## src/rtl/buffer_pkg.sv

```systemverilog
// Shared defaults and elaboration-time helpers for the stall buffer FIFO.
// Provides the payload width default, pointer/count width helpers,
// the almost-full default, and legality predicates for parameters.
package buffer_pkg;

  localparam int DATA_W_DEFAULT = 32;

  // Pointer width: log2 of a power-of-two depth, never below 1 bit.
  function automatic int ptr_width(input int depth);
    return (depth > 1) ? $clog2(depth) : 1;
  endfunction

  // Count width must represent 0..DEPTH inclusive.
  function automatic int cnt_width(input int depth);
    return $clog2(depth + 1);
  endfunction

  // Two slots of slack by default so the stall manager has time to react.
  function automatic int afull_default(input int depth);
    return depth - 2;
  endfunction

  function automatic bit depth_legal(input int depth);
    return (depth >= 2) && ((depth & (depth - 1)) == 0);
  endfunction

  function automatic bit afull_legal(input int depth, input int level);
    return (level >= 1) && (level <= depth);
  endfunction

endpackage

```

## src/rtl/buffer_ram.sv

```systemverilog
// Storage array for the stall buffer: DEPTH x DATA_W, no reset on contents.
// Ports: clk; i_we/i_waddr/i_wdata synchronous write; i_raddr -> o_rdata
// asynchronous (combinational) read.
module buffer_ram
  import buffer_pkg::*;
#(
  parameter int DATA_W = DATA_W_DEFAULT,
  parameter int DEPTH  = 8,
  localparam int AW    = ptr_width(DEPTH)
) (
  input  logic              clk,
  input  logic              i_we,
  input  logic [AW-1:0]     i_waddr,
  input  logic [DATA_W-1:0] i_wdata,
  input  logic [AW-1:0]     i_raddr,
  output logic [DATA_W-1:0] o_rdata
);

  logic [DATA_W-1:0] r_mem [DEPTH];

  always_ff @(posedge clk) begin
    if (i_we) begin
      r_mem[i_waddr] <= i_wdata;
    end
  end

  assign o_rdata = r_mem[i_raddr];

endmodule

```

## src/rtl/stall_buffer_fifo.sv

```systemverilog
// Elastic buffer between pipeline stages under global stall control; 1-cycle
// latency through a registered output stage that holds while stall is high.
// Ports: clk/reset (sync, active-high); in_data/in_valid upstream; stall,
// flush control; out_data/out_valid registered; to_stall_mgmt, full, count,
// overflow (sticky) status, all derived from registered state only.
module stall_buffer_fifo
  import buffer_pkg::*;
#(
  parameter int DATA_W      = DATA_W_DEFAULT,
  parameter int DEPTH       = 8,
  parameter int AFULL_LEVEL = afull_default(DEPTH),
  localparam int AW         = ptr_width(DEPTH),
  localparam int CW         = cnt_width(DEPTH)
) (
  input  logic              clk,
  input  logic              reset,
  input  logic [DATA_W-1:0] in_data,
  input  logic              in_valid,
  input  logic              stall,
  input  logic              flush,
  output logic [DATA_W-1:0] out_data,
  output logic              out_valid,
  output logic              to_stall_mgmt,
  output logic              full,
  output logic [CW-1:0]     count,
  output logic              overflow
);

  if (!depth_legal(DEPTH)) begin : g_bad_depth
    $error("stall_buffer_fifo: DEPTH must be a power of two and >= 2");
  end
  if (!afull_legal(DEPTH, AFULL_LEVEL)) begin : g_bad_afull
    $error("stall_buffer_fifo: AFULL_LEVEL must lie in 1..DEPTH");
  end

  localparam logic [CW-1:0] DEPTH_C = CW'(DEPTH);
  localparam logic [CW-1:0] AFULL_C = CW'(AFULL_LEVEL);

  logic [AW-1:0]     r_wr_ptr;
  logic [AW-1:0]     r_rd_ptr;
  logic [CW-1:0]     r_count;
  logic [DATA_W-1:0] r_out_data;
  logic              r_out_valid;
  logic              r_overflow;

  logic              w_empty;
  logic              w_full;
  logic              w_we;
  logic [DATA_W-1:0] w_rdata;

  assign w_empty = (r_count == '0);
  assign w_full  = (r_count == DEPTH_C);

  // Stalled: write only if there is room. Draining: write alongside the pop,
  // which is legal even when full because a slot frees the same edge.
  // Empty and not stalled: the beat bypasses storage entirely.
  assign w_we = !reset && !flush && in_valid &&
                (stall ? !w_full : !w_empty);

  buffer_ram #(
    .DATA_W (DATA_W),
    .DEPTH  (DEPTH)
  ) u_ram (
    .clk     (clk),
    .i_we    (w_we),
    .i_waddr (r_wr_ptr),
    .i_wdata (in_data),
    .i_raddr (r_rd_ptr),
    .o_rdata (w_rdata)
  );

  always_ff @(posedge clk) begin
    if (reset || flush) begin
      r_wr_ptr    <= '0;
      r_rd_ptr    <= '0;
      r_count     <= '0;
      r_out_data  <= '0;
      r_out_valid <= 1'b0;
      r_overflow  <= 1'b0;
    end else if (stall) begin
      if (in_valid) begin
        if (!w_full) begin
          r_wr_ptr <= r_wr_ptr + AW'(1);
          r_count  <= r_count + CW'(1);
        end else begin
          r_overflow <= 1'b1;
        end
      end
    end else if (!w_empty) begin
      r_out_data  <= w_rdata;
      r_out_valid <= 1'b1;
      r_rd_ptr    <= r_rd_ptr + AW'(1);
      if (in_valid) begin
        r_wr_ptr <= r_wr_ptr + AW'(1);
      end else begin
        r_count <= r_count - CW'(1);
      end
    end else begin
      r_out_data  <= in_data;
      r_out_valid <= in_valid;
    end
  end

  assign out_data      = r_out_data;
  assign out_valid     = r_out_valid;
  assign count         = r_count;
  assign full          = w_full;
  assign to_stall_mgmt = (r_count >= AFULL_C);
  assign overflow      = r_overflow;

endmodule

```

## config.mk

```make
export PLATFORM = sky130hd
export DESIGN_NAME = stall_buffer_fifo
export DESIGN_NICKNAME = d
export VERILOG_FILES = /design/src/rtl/buffer_pkg.sv /design/src/rtl/buffer_ram.sv /design/src/rtl/stall_buffer_fifo.sv
export SDC_FILE = /design/constraint.sdc
export NUM_CORES = 1
export LEC_CHECK = 0
export ABC_AREA = 0
export BUFFER_PORTS_ARGS = -buffer_cell sky130_fd_sc_hd__buf_2
export CORE_AREA = 2 2 121 170
export CTS_CLUSTER_SIZE = 8
export DETAILED_ROUTE_END_ITERATION = 7
export DIE_AREA = 0 0 123 172
export GPL_TIMING_DRIVEN = 0
export PLACE_DENSITY_LB_ADDON = 0.1
export SYNTH_ARGS = -nofsm -noshare
export SYNTH_HDL_FRONTEND = slang
export SYNTH_SLANG_ARGS = --single-unit
```

## constraint.sdc

```tcl
create_clock -name clk -period 6.9 [get_ports clk]
set_clock_uncertainty 0.2 [all_clocks]
set_input_delay 0.345 -clock clk [delete_from_list [all_inputs] [get_ports clk]]
set_output_delay 0.345 -clock clk [all_outputs]
set_load 0.02 [all_outputs]
```

## Word-level counts from Yosys, hierarchy flattened

Memories as Yosys holds them, arrays and structs flattened. A register that Yosys moved wholly into a read port is not among the register bits.
Cells that the tools add are included.

| word-level totals | value |
|---|---|
| bits in registers | 44 |
| RAM bits | 256 |
| output and inout bits | 40 |
| memories | 1 |

| operators by class | value |
|---|---|
| $add $sub $neg | 4 |
| order comparisons | 1 |
| eq/ne operators | 5 |
| multiplexer cells | 17 |
| bitwise logic cells | 2 |
| reduce and logical (&&, ||, !) cells | 14 |

Memory list:

| memory | words | width | rd ports | clocked after Yosys merged registers in | write ports | RTL line | source |
|---|---|---|---|---|---|---|---|
| u_ram.r_mem | 8 | 32 | 1 | 1 | 1 | buffer_ram.sv:19 | `logic [DATA_W-1:0] r_mem [DEPTH];` |

Operators with widths:

| cell | count |
|---|---|
| two-way mux 32 bit | 1 |
| two-way mux 3 bit | 7 |
| two-way mux 4 bit | 5 |
| AND reduction 4 bit | 2 |
| adder 3 x 1 -> 3 bit (second input constant) | 2 |
| inequality test 2 bit (second input constant) | 3 |
| adder 4 x 1 -> 4 bit (second input constant) | 1 |
| equality test 4 bit (second input constant) | 1 |
| greater-or-equal comparator 4 x 3 -> 1 bit (second input constant) | 1 |
| zero test 1 bit | 4 |
| zero test 4 bit | 1 |
| two-way mux 1 bit | 4 |
| subtractor 4 x 1 -> 4 bit (second input constant) | 1 |
| logical AND 1 bit | 3 |
| AND reduction 3 bit | 1 |
| inequality test 2 x 1 -> 1 bit (second input constant) | 1 |
| inverter 1 bit | 2 |
| AND reduction 2 bit | 1 |
| nonzero test 2 bit | 1 |
| logical OR 1 bit | 1 |

## Depth between registers and ports, before layout

Gate-level depths: netlist (run 1).

| logic depth | value |
|---|---|
| word-level depth | 6 |
| gate-level depth with buffers | 8 |

## Modules after synthesis

A second synthesis (run 1) with hierarchy kept.

| second synthesis, totals | value |
|---|---|
| cell total of the unflattened synthesis | 591 |
| area, all modules | 11850.1 µm² |

By module, submodules not included:

| module | times used | cells an instance | area an instance (µm²) | sequential area each (µm²) |
|---|---|---|---|---|
| buffer_ram | 1 | 383 | 9825.7 | 7687.4 |
| stall_buffer_fifo | 1 | 208 | 2024.4 | 880.8 |

## Least setup slack after synthesis (run 1)

No wires, ideal clock.

| path | value |
|---|---|
| kind | reg2reg |
| start | register r_count[1] (netlist: count[1]) |
| end | memory u_ram.r_mem[1][0] in the netlist's numbering (enable) |
| library setup time | 0.502 ns |
| data arrival time | 4.311 ns |
| required time | 6.198 ns |
| slack | 1.887 ns |
| stages on the path, launching flop included | 5 |
| cell sequence | dfxtp_1 or3_1 o21ai_1 or2_1 nor4_1 |

| between the ends | value |
|---|---|
| longest elaborated chain between the ends | 6 |
| elaborated cells on any way between the ends | 8 |
| those cells by class | eq/ne (1); mux (3); reduce/logical (4) |

Ends and longest elaborated chain:

| item | RTL line | source |
|---|---|---|
| start, declared | stall_buffer_fifo.sv:41 | `logic [CW-1:0] r_count;` |
| start signal, assigned | stall_buffer_fifo.sv:84 | `r_count <= r_count + CW'(1);` |
| start signal, assigned | stall_buffer_fifo.sv:96 | `r_count <= r_count - CW'(1);` |
| equality test 4 bit / zero test 4 bit (equally long branches) | stall_buffer_fifo.sv:52, stall_buffer_fifo.sv:51 |  |
| zero test 1 bit | - |  |
| two-way mux 1 bit * | stall_buffer_fifo.sv:58 | `(stall ? !w_full : !w_empty);` |
| logical AND 1 bit * | stall_buffer_fifo.sv:57 | `assign w_we = !reset && !flush && in_valid &&` |
| two-way mux 1 bit * | buffer_ram.sv:22 | `if (i_we) begin` |
| two-way mux 1 bit (not written as such) * | buffer_ram.sv:23 | `r_mem[i_waddr] <= i_wdata;` |
| end, declared | buffer_ram.sv:19 |  |

Every way passes the cells marked *; elsewhere a longest branch is shown, timed or not.

## Worst setup path after layout (run 1)

| path | value |
|---|---|
| start | register r_count[1] (netlist: count[1]) |
| end | memory u_ram.r_mem[1][25] in the netlist's numbering (enable) |

The elaborated chain is that of the path after synthesis.

==> results of run 1 <==
## cell type report
class                           count  area (um^2)  area share (%)
Timing Repair Buffer              132        978.4           6.910
Clock buffer                       75         1217           8.598
Inverter                            3        11.26         0.07953
Sequential cell                   303         8628           60.94
Multi-Input combinational cell    262         2738           19.33
Buffer                             38        246.5           1.741
Clock inverter                      2        25.02          0.1767
Tap cell                          252        315.3           2.227
## cell usage in the layout, fill, tap and decap left out, types with 2 or more instances in the layout
cell / synthesis / layout
buf_2: 4 / 79
mux4_2: 65 / 65
o21ai_1: 3 / 3
inv_1: 2 / 2
buf_4: 8 / 20
xnor2_1: 4 / 4
a21oi_1: 37 / 37
buf_8: 0 / 2
buf_12: 0 / 3
ha_1: 4 / 4
a221o_1: 32 / 32
dlygate4sd3_1: 0 / 35
nor2_1: 17 / 13
buf_6: 9 / 13
nor4_2: 1 / 3
or2_1: 2 / 2
clkbuf_16: 0 / 44
clkbuf_1: 15 / 46
nor2_4: 0 / 4
a21o_1: 2 / 2
nand2_1: 40 / 40
edfxtp_1: 256 / 256
nor3_2: 0 / 2
dfxtp_1: 47 / 47
nand3_1: 34 / 34
nor4b_2: 2 / 2
## power breakdown
group	internal, W	switching (W)	leakage, nW
sequential	0.00200	0.0000107	2.69
combinational	0.0000767	0.000113	1.49
clock	0.00119	0.000720	0.590
## per-stage QoR
| stage | setup TNS [ps] | cell area, um^2 | hold WS [ps] |
|---|---|---|---|
| CTS | 0 | 14160 | 171.5 |
| global route | 0 | 14160 | 203.4 |
| finish | 0 | 14160 | 201.4 |
| floorplan | 0 | 11570 | 243.9 |
| detailed placement | 0 | 12570 | 266.3 |
| global placement | -93410 | 12260 | 251.5 |
## sequential cells by signal, summed over array words and instances, names as in the netlist, named ones only
register     count
u_ram.r_mem    256
out_data        32
count            4
r_rd_ptr         3
r_wr_ptr         3
out_valid        1
overflow         1
## metal layers
metal | GRT usage [%] | wire [um] | vias to the layer above
li1 | - | - | 2842
met1 | 32.93 | 10260 | 3393
met2 | 44.87 | 14000 | 241
met3 | 4.881 | 1439 | 47
met4 | 9.338 | 619 | 0
met5 | 0 | 0 | -
## cell families (layout without fill, tap and decap cells)
| family | count (synthesis) | in the layout |
|---|---|---|
| compound gates | 79 | 79 |
| xor+xnor | 5 | 5 |
| fa+ha+maj | 5 | 5 |
| buf+inv | 41 | 250 |
| flops | 303 | 303 |
| mux | 66 | 66 |
| simple gates | 107 | 107 |
## worst reg2reg max path, delay by kind of cell, from the launching register on
kind / cells / cell delay [ps]
simple gates: 3 / 1350
buf+inv: 2 / 500
flops: 1 / 540
compound gates: 1 / 180
## worst max path at each step
stage | from | to | slack [ps] | cells past startpoint
2_1_floorplan | count[1] | u_ram.r_mem[1][0] | 1890 | 4
3_3_place_gp | flush | u_ram.r_mem[0][24] | -1480 | 5
3_5_place_dp | count[1] | u_ram.r_mem[1][24] | 3850 | 6
4_1_cts | count[1] | u_ram.r_mem[4][26] | 3840 | 6
5_1_grt | count[1] | u_ram.r_mem[0][24] | 3660 | 6
6_report | count[1] | u_ram.r_mem[1][25] | 3830 | 6
==> out/qor.csv, run 1 <==
stage,metric,value,unit
critical_path,crit_family,simple AND/OR/NAND/NOR gates,
yosys,ys_seq_elements,303,
clock_tree,cts_resized,0,
timing,grt_setup_unrepaired,false,
yosys,synth_top_cell_area_share,66.44,%
timing,fin_crit_sh,44.53,%
detailed_routing,drt.antenna.violating_nets,0,
clock_tree,clockBufferDepth,3,
yosys,ys_warn_count,0,
cells_and_area,antennaDiodeCount,0,
critical_path,crit_type,reg -> reg,
critical_path,path_common_cell,buf_4,
cells_and_area,fin_cells,1067,
yosys,synth_area_per_cell,19.09,um^2
timing,min_period,3073,ps
yosys,synth-main-ff-cell,edfxtp_1,
floorplanning,die_y,172,um
yosys,synth-xor-area-share,0.3785,%
yosys,synthArstFlopShare,0,%
yosys,synth_cells,606,
critical_path,critPathArrivalTime,3090,ps
detailed_routing,drt_wl_total,26.31,mm
yosys,syn_area,11570,um^2
yosys,syn-num-nets,648,
critical_path,rr_endpoint,u_ram.r_mem[1][25],
floorplanning,die_x,123,um
min_path,min_path_cells,5,
clock_tree,clk_latency,520,ps
min_path,holdPathEnd,r_wr_ptr[2],
timing,final-hold-violation-count,0,
detailed_routing,vias,6523,
timing,setup_slack,3827,ps
global_route,grt_antenna_before_repair,0,
timing,final-setup-viol-count,0,
power_and_ir_drop,power_leakage,4.770,nW
placement,place.gp.congestion,0.7536,
detailed_routing,drc,0,
critical_path,cp_slowest_cell,nor4_2,
detailed_routing,drt-initial-drc-count,579,
detailed_routing,via_per_inst,6.113,
critical_path,r2r_setup_slack,3830,ps
yosys,yosysTopAreaCell,edfxtp_1,
cells_and_area,n_fill_cell,1249,
timing,max_freq,325.5,MHz
floorplanning,coreArea,19690,um^2
power_and_ir_drop,p_per_area,290.3,nW/um^2
yosys,yosysMostFrequentCell,edfxtp_1,
critical_path,rr_worst_depth,6,
cells_and_area,areaGrowthSynthToFinish,22.37,%
clock_tree,root_buffer,clkbuf_16,
global_route,overflow,0,
min_path,hold_path_class,in -> reg,
critical_path,r2r-start,count[1],
timing,worstMarginPinSlew,944.8,ps
critical_path,path_buf_inv,2,
placement,dp_hpwl,16.46,mm
timing,max_slew_margin,36.67,%
run,cap_violations,0,
critical_path,crit_path_end_kind,register,
critical_path,cp-start-kind,register,
clock_tree,cts_tree,yes,
critical_path,required,6920,ps
floorplanning,row_count,61,
yosys,yosysUniqueCellTypes,40,
detailed_routing,wire_per_inst,24.66,um
timing,slew_violations,0,
critical_path,cp_cell_sequence,"or3_1, o21ai_1, or2_1, nor4_2, buf_4, buf_4",
critical_path,cp_slowest_stage_delay,760,ps
detailed_routing,dr.pass1.iters,5,
yosys,synth.area.top_cells,"edfxtp_1 66%, mux4_2 13%, dfxtp_1 8.1%",
power_and_ir_drop,total_power,0.004110,W
yosys,synth_top_family_by_area,multiplexers,
placement,port_buffers,75,
clock_tree,htree_levels,2,
run_status,status,"finished, final reports clean",
floorplanning,die_area,21160,um^2
clock_tree,hold_buffers,35,
critical_path,critPathMaxFanout,8,
floorplanning,boundaryPins,77,
yosys,synth-simple-area-share,4.520,%
cells_and_area,final_core_util,71.91,%
global_route,grt_pass1_wl,39.67,mm
cells_and_area,drive_above_1_share,30.06,%
power_and_ir_drop,ir_drop,300.1,uV
clock_tree,clock_sinks,303,
global_route,gr-usage-all-layers,25.98,%
global_route,grt_pass1_vias,6789,
yosys,synth_edf_count,256,
clock_tree,post-cts-setup-buffer-count,0,
min_path,min_from,reset,
floorplanning,start_util,58.76,%
placement,placed_cells,955,
yosys,synthTopCellsByCount,"256 x edfxtp_1, 65 x mux4_2, 47 x dfxtp_1, 40 x nand2_1, 37 x a21oi_1",
yosys,synthMuxAreaShare,12.74,%
cells_and_area,finalNetCount,825,
clock_tree,cts_buffers,43,
yosys,synth_compound_area_share,4.963,%
global_route,grt_start_max_net_pins,25,
placement,place_ws,3855,ps
yosys,yosys.area_share.adder,0.6055,%
clock_tree,clk_pin_slew,50,ps
yosys,ys_seq_area_share,74.57,%
No activity file was read; power rests on OpenSTA's default activity.
==> run 2, diff against run 1 <==
--- a/config.mk
+++ b/config.mk
@@ -5,12 +5,12 @@
 export SDC_FILE = /design/constraint.sdc
 export NUM_CORES = 1
 export LEC_CHECK = 0
-export ABC_AREA = 0
+export ABC_AREA = 1
 export BUFFER_PORTS_ARGS = -buffer_cell sky130_fd_sc_hd__buf_2
-export CORE_AREA = 2 2 121 170
+export CORE_AREA = 2 2 133 187
 export CTS_CLUSTER_SIZE = 8
 export DETAILED_ROUTE_END_ITERATION = 7
-export DIE_AREA = 0 0 123 172
+export DIE_AREA = 0 0 135 189
 export GPL_TIMING_DRIVEN = 0
 export PLACE_DENSITY_LB_ADDON = 0.1
 export SYNTH_ARGS = -nofsm -noshare
==> constraint.sdc (replaced) <==
create_clock -name clk -period 2.72 [get_ports clk]
set_clock_uncertainty 0.2 [all_clocks]
set_input_delay 0.136 -clock clk [delete_from_list [all_inputs] [get_ports clk]]
set_output_delay 0.136 -clock clk [all_outputs]
set_load 0.02 [all_outputs]
==> run 2 against run 1 <==
Global-route usage is 0.28 points lower. Worst setup slack worse by 3700 ps. Register-to-register slack worse by 3700 ps. Worst hold slack improved by 41 ps. Via count increased by 43%. Critical path depth rose by 3. First-iteration DRC count up 32%.
==> out/qor.csv, run 2 <==
stage,metric,value,unit,change
power_and_ir_drop,switchingPower,0.002248,W,was 0.0008444 W
floorplanning,row_count,67,,was 61
cells_and_area,seqCellArea,8628,um^2,unchanged
power_and_ir_drop,ir_drop,467.1,uV,was 300.1 uV
yosys,ys_seq_area_share,66.92,%,was 74.57%
power_and_ir_drop,p_int,0.008340,W,was 0.003266 W
cells_and_area,finalNetCount,1487,,was 825
run,cap_violations,0,,unchanged
cells_and_area,multi_input_area,3203,um^2,was 2738 um^2
detailed_routing,drt-initial-drc-count,766,,was 579
timing,max_slew_margin,39.52,%,was 36.67%
yosys,synth_cells,1268,,was 606
cells_and_area,mostFrequentLayoutCells,"380 x nand2_1, 256 x edfxtp_1, 204 x inv_1",,"was 256 x edfxtp_1, 79 x buf_2, 65 x mux4_2"
clock_tree,cts_tree,yes,,unchanged
timing,fin_crit_sh,93.95,%,was 44.53%
yosys,yosysUniqueCellTypes,31,,was 40
floorplanning,start_util,54.16,%,was 58.76%
critical_path,crit_type,reg -> reg,,unchanged
critical_path,path_common_cell,nand2_1,,was buf_4
clock_tree,htree_levels,2,,unchanged
clock_tree,cts_buffers,43,,unchanged
power_and_ir_drop,power_leakage,6.718,nW,was 4.770 nW
critical_path,worstSetupPathDepth,9,,was 6
critical_path,crit_family,simple AND/OR/NAND/NOR gates,,unchanged
yosys,synth_area_per_cell,10.17,um^2,was 19.09 um^2
cells_and_area,final_common_cell,nand2_1,,was edfxtp_1
detailed_routing,dr.pass1.iters,5,,unchanged
timing,grt_setup_unrepaired,false,,unchanged
yosys,ys_seq_elements,303,,unchanged
power_and_ir_drop,netSwitchingFraction,21.23,%,was 20.54%
clock_tree,root_buffer,clkbuf_16,,unchanged
timing,slew_violations,0,,unchanged
floorplanning,die_x,135,um,was 123 um
cells_and_area,antennaDiodeCount,0,,unchanged
power_and_ir_drop,p_clk_share,46.4,%,about the same
power_and_ir_drop,combPwrFrac,5.3,%,was 4.6%
critical_path,rr_worst_depth,9,,was 6
floorplanning,boundaryPins,77,,unchanged
power_and_ir_drop,seq_power_share,48.2,%,was 49.0%
critical_path,cp-start-kind,register,,unchanged
detailed_routing,drt_wl_total,32.55,mm,was 26.31 mm
min_path,min_path_cells,2,,was 5
placement,port_buffers,75,,unchanged
yosys,synth-main-ff-cell,edfxtp_1,,unchanged
floorplanning,coreArea,23810,um^2,was 19690 um^2
timing,final-hold-violation-count,0,,unchanged
floorplanning,die_area,25520,um^2,was 21160 um^2
cells_and_area,areaGrowthSynthToFinish,21.95,%,was 22.37%
detailed_routing,drc,0,,unchanged
critical_path,required,2740,ps,was 6920 ps
timing,setup_slack,164.6,ps,was 3827 ps
timing,setup_tns,0,ps,unchanged
clock_tree,clockBufferDepth,3,,unchanged
global_route,grt_pass1_wl,49.60,mm,was 39.67 mm
critical_path,critPathArrivalTime,2570,ps,was 3090 ps
placement,dp_hpwl,20.42,mm,was 16.46 mm
placement,place_ws,41.46,ps,was 3855 ps
critical_path,critPathMaxFanout,17,,was 8
yosys,synth_edf_count,256,,unchanged
detailed_routing,via_per_inst,5.225,,was 6.113
global_route,grt_pass1_vias,9292,,was 6789
floorplanning,die_y,189,um,was 172 um
global_route,overflow,0,,unchanged
power_and_ir_drop,total_power,0.01059,W,was 0.004110 W
clock_tree,clk_pin_slew,50,ps,about the same
yosys,ys_warn_count,0,,unchanged
yosys,synthArstFlopShare,0,%,unchanged
clock_tree,clock_sinks,303,,unchanged
critical_path,crit_path_end_kind,register,,unchanged
run_status,status,"finished, final reports clean",,unchanged
clock_tree,clk_latency,520,ps,about the same
yosys,yosysTopAreaCell,edfxtp_1,,unchanged
timing,worstMarginPinSlew,907.2,ps,was 944.8 ps
critical_path,cp_slowest_stage_delay,560,ps,was 760 ps
global_route,grt_antenna_before_repair,0,,unchanged
yosys,synth.area.top_cells,"edfxtp_1 60%, nand2_1 11%, nand3_1 7.8%",,"was edfxtp_1 66%, mux4_2 13%, dfxtp_1 8.1%"
critical_path,path_buf_inv,2,,unchanged
placement,place.gp.congestion,0.7905,,was 0.7536
detailed_routing,vias,9348,,was 6523
critical_path,cp_cell_sequence,"inv_2, nand3_2, nand2_4, nand2_1, nand2_2, nor2_1, nand2_1, nor2_4, buf_16",,"was or3_1, o21ai_1, or2_1, nor4_2, buf_4, buf_4"
detailed_routing,wire_per_inst,18.19,um,was 24.66 um
global_route,gr-usage-all-layers,25.70,%,was 25.98%
cells_and_area,largest-register,u_ram.r_mem,,unchanged
power_and_ir_drop,p_per_area,673.4,nW/um^2,was 290.3 nW/um^2
yosys,synthTopCellsByCount,"380 x nand2_1, 256 x edfxtp_1, 204 x inv_1, 201 x nand3_1, 47 x dfxtp_1",,"was 256 x edfxtp_1, 65 x mux4_2, 47 x dfxtp_1, 40 x nand2_1, 37 x a21oi_1"
cells_and_area,n_fill_cell,1880,,was 1249
timing,min_period,2555,ps,was 3073 ps
timing,final-setup-viol-count,0,,unchanged
critical_path,cp_slowest_cell,nor2_4,,was nor4_2
yosys,syn-num-nets,1310,,was 648
global_route,grt_start_max_net_pins,21,,was 25
yosys,syn_area,12890,um^2,was 11570 um^2
cells_and_area,drive_above_1_share,13.52,%,was 30.06%
min_path,hold_path_class,in -> reg,,unchanged
yosys,yosysMostFrequentCell,nand2_1,,was edfxtp_1
timing,max_freq,391.3,MHz,was 325.5 MHz
yosys,synth_top_cell_area_share,59.62,%,was 66.44%
cells_and_area,largest_reg_flops,256,,unchanged
detailed_routing,drt.antenna.violating_nets,0,,unchanged
==> run 2: cell count changes after synthesis, moves of 25 or more <==
cell,delta
a21boi_0,+26
a221o_1,-32
buf_2,+25
inv_1,+202
mux4_2,-65
nand2_1,+340
nand3_1,+167
==> run 2: timing repair <==
action | CTS | global route
hold buffers | 40 | 0
resized for setup | 0 | 0
endpoints found under the setup margin | 0 | 79
buffers inserted | 0 | 7
endpoints found under the hold margin | 299 | 0
==> run 2: logic make-up (layout without fill, tap and decap cells) <==
logic type | count (synthesis) | in the layout | share of synthesized area (%)
simple gates | 607 | 607 | 19.91
flops | 303 | 303 | 66.92
buf+inv | 273 | 484 | 8.763
compound gates | 77 | 77 | 3.658
fa+ha+maj | 5 | 5 | 0.5434
xor+xnor | 3 | 3 | 0.2038
==> run 2: per-layer routing <==
metal | global-route usage [%] | part of all wire [%]
met1 | 31.64 | 40
met2 | 46.82 | 53
met4 | 7.933 | 2.0
met3 | 3.347 | 5.4
met5 | 0 | 0
==> run 2: final cells by class <==
cell class	instances	share of cell area, %
flip-flops and latches	303	54.87
multi-input cells	692	20.37
clock buffers	79	7.973
repair buffers	132	7.130
inverters	211	5.069
well taps	310	2.467
plain buffers	62	2.117
==> run 2: path summary, 6_finish.rpt <==
kind | from | endpoint | slack (ps)
min | in_data[3] | u_ram.r_mem[6][3] | 240
max reg2reg | count[3] | u_ram.r_mem[6][22] | 160
max | count[3] | u_ram.r_mem[6][22] | 160
min reg2reg | overflow | overflow | 270
==> run 2: per-stage QoR <==
step           std cells  utilization (%)  hold WS (ps)  area [um^2]
2_1_floorplan       1268                -         34.87        12910
3_3_place_gp        1653            57.43         219.0        13670
3_5_place_dp        1663            58.67         228.1        13970
4_1_cts             1782            65.61         228.2        15620
5_1_grt             1789            66.04         257.4        15720
6_report            1789            66.04         242.4        15720
==> run 2: power groups by stage <==
stage / Clock (W) / Sequential [W] / Combinational (W)
2_1_floorplan: 0 / 0.00522 / 0.000260
3_3_place_gp: 0 / 0.00519 / 0.000497
3_5_place_dp: 0 / 0.00519 / 0.000521
4_1_cts: 0.00498 / 0.00510 / 0.000565
5_1_grt: 0.00518 / 0.00510 / 0.000618
6_report: 0.00492 / 0.00510 / 0.000566
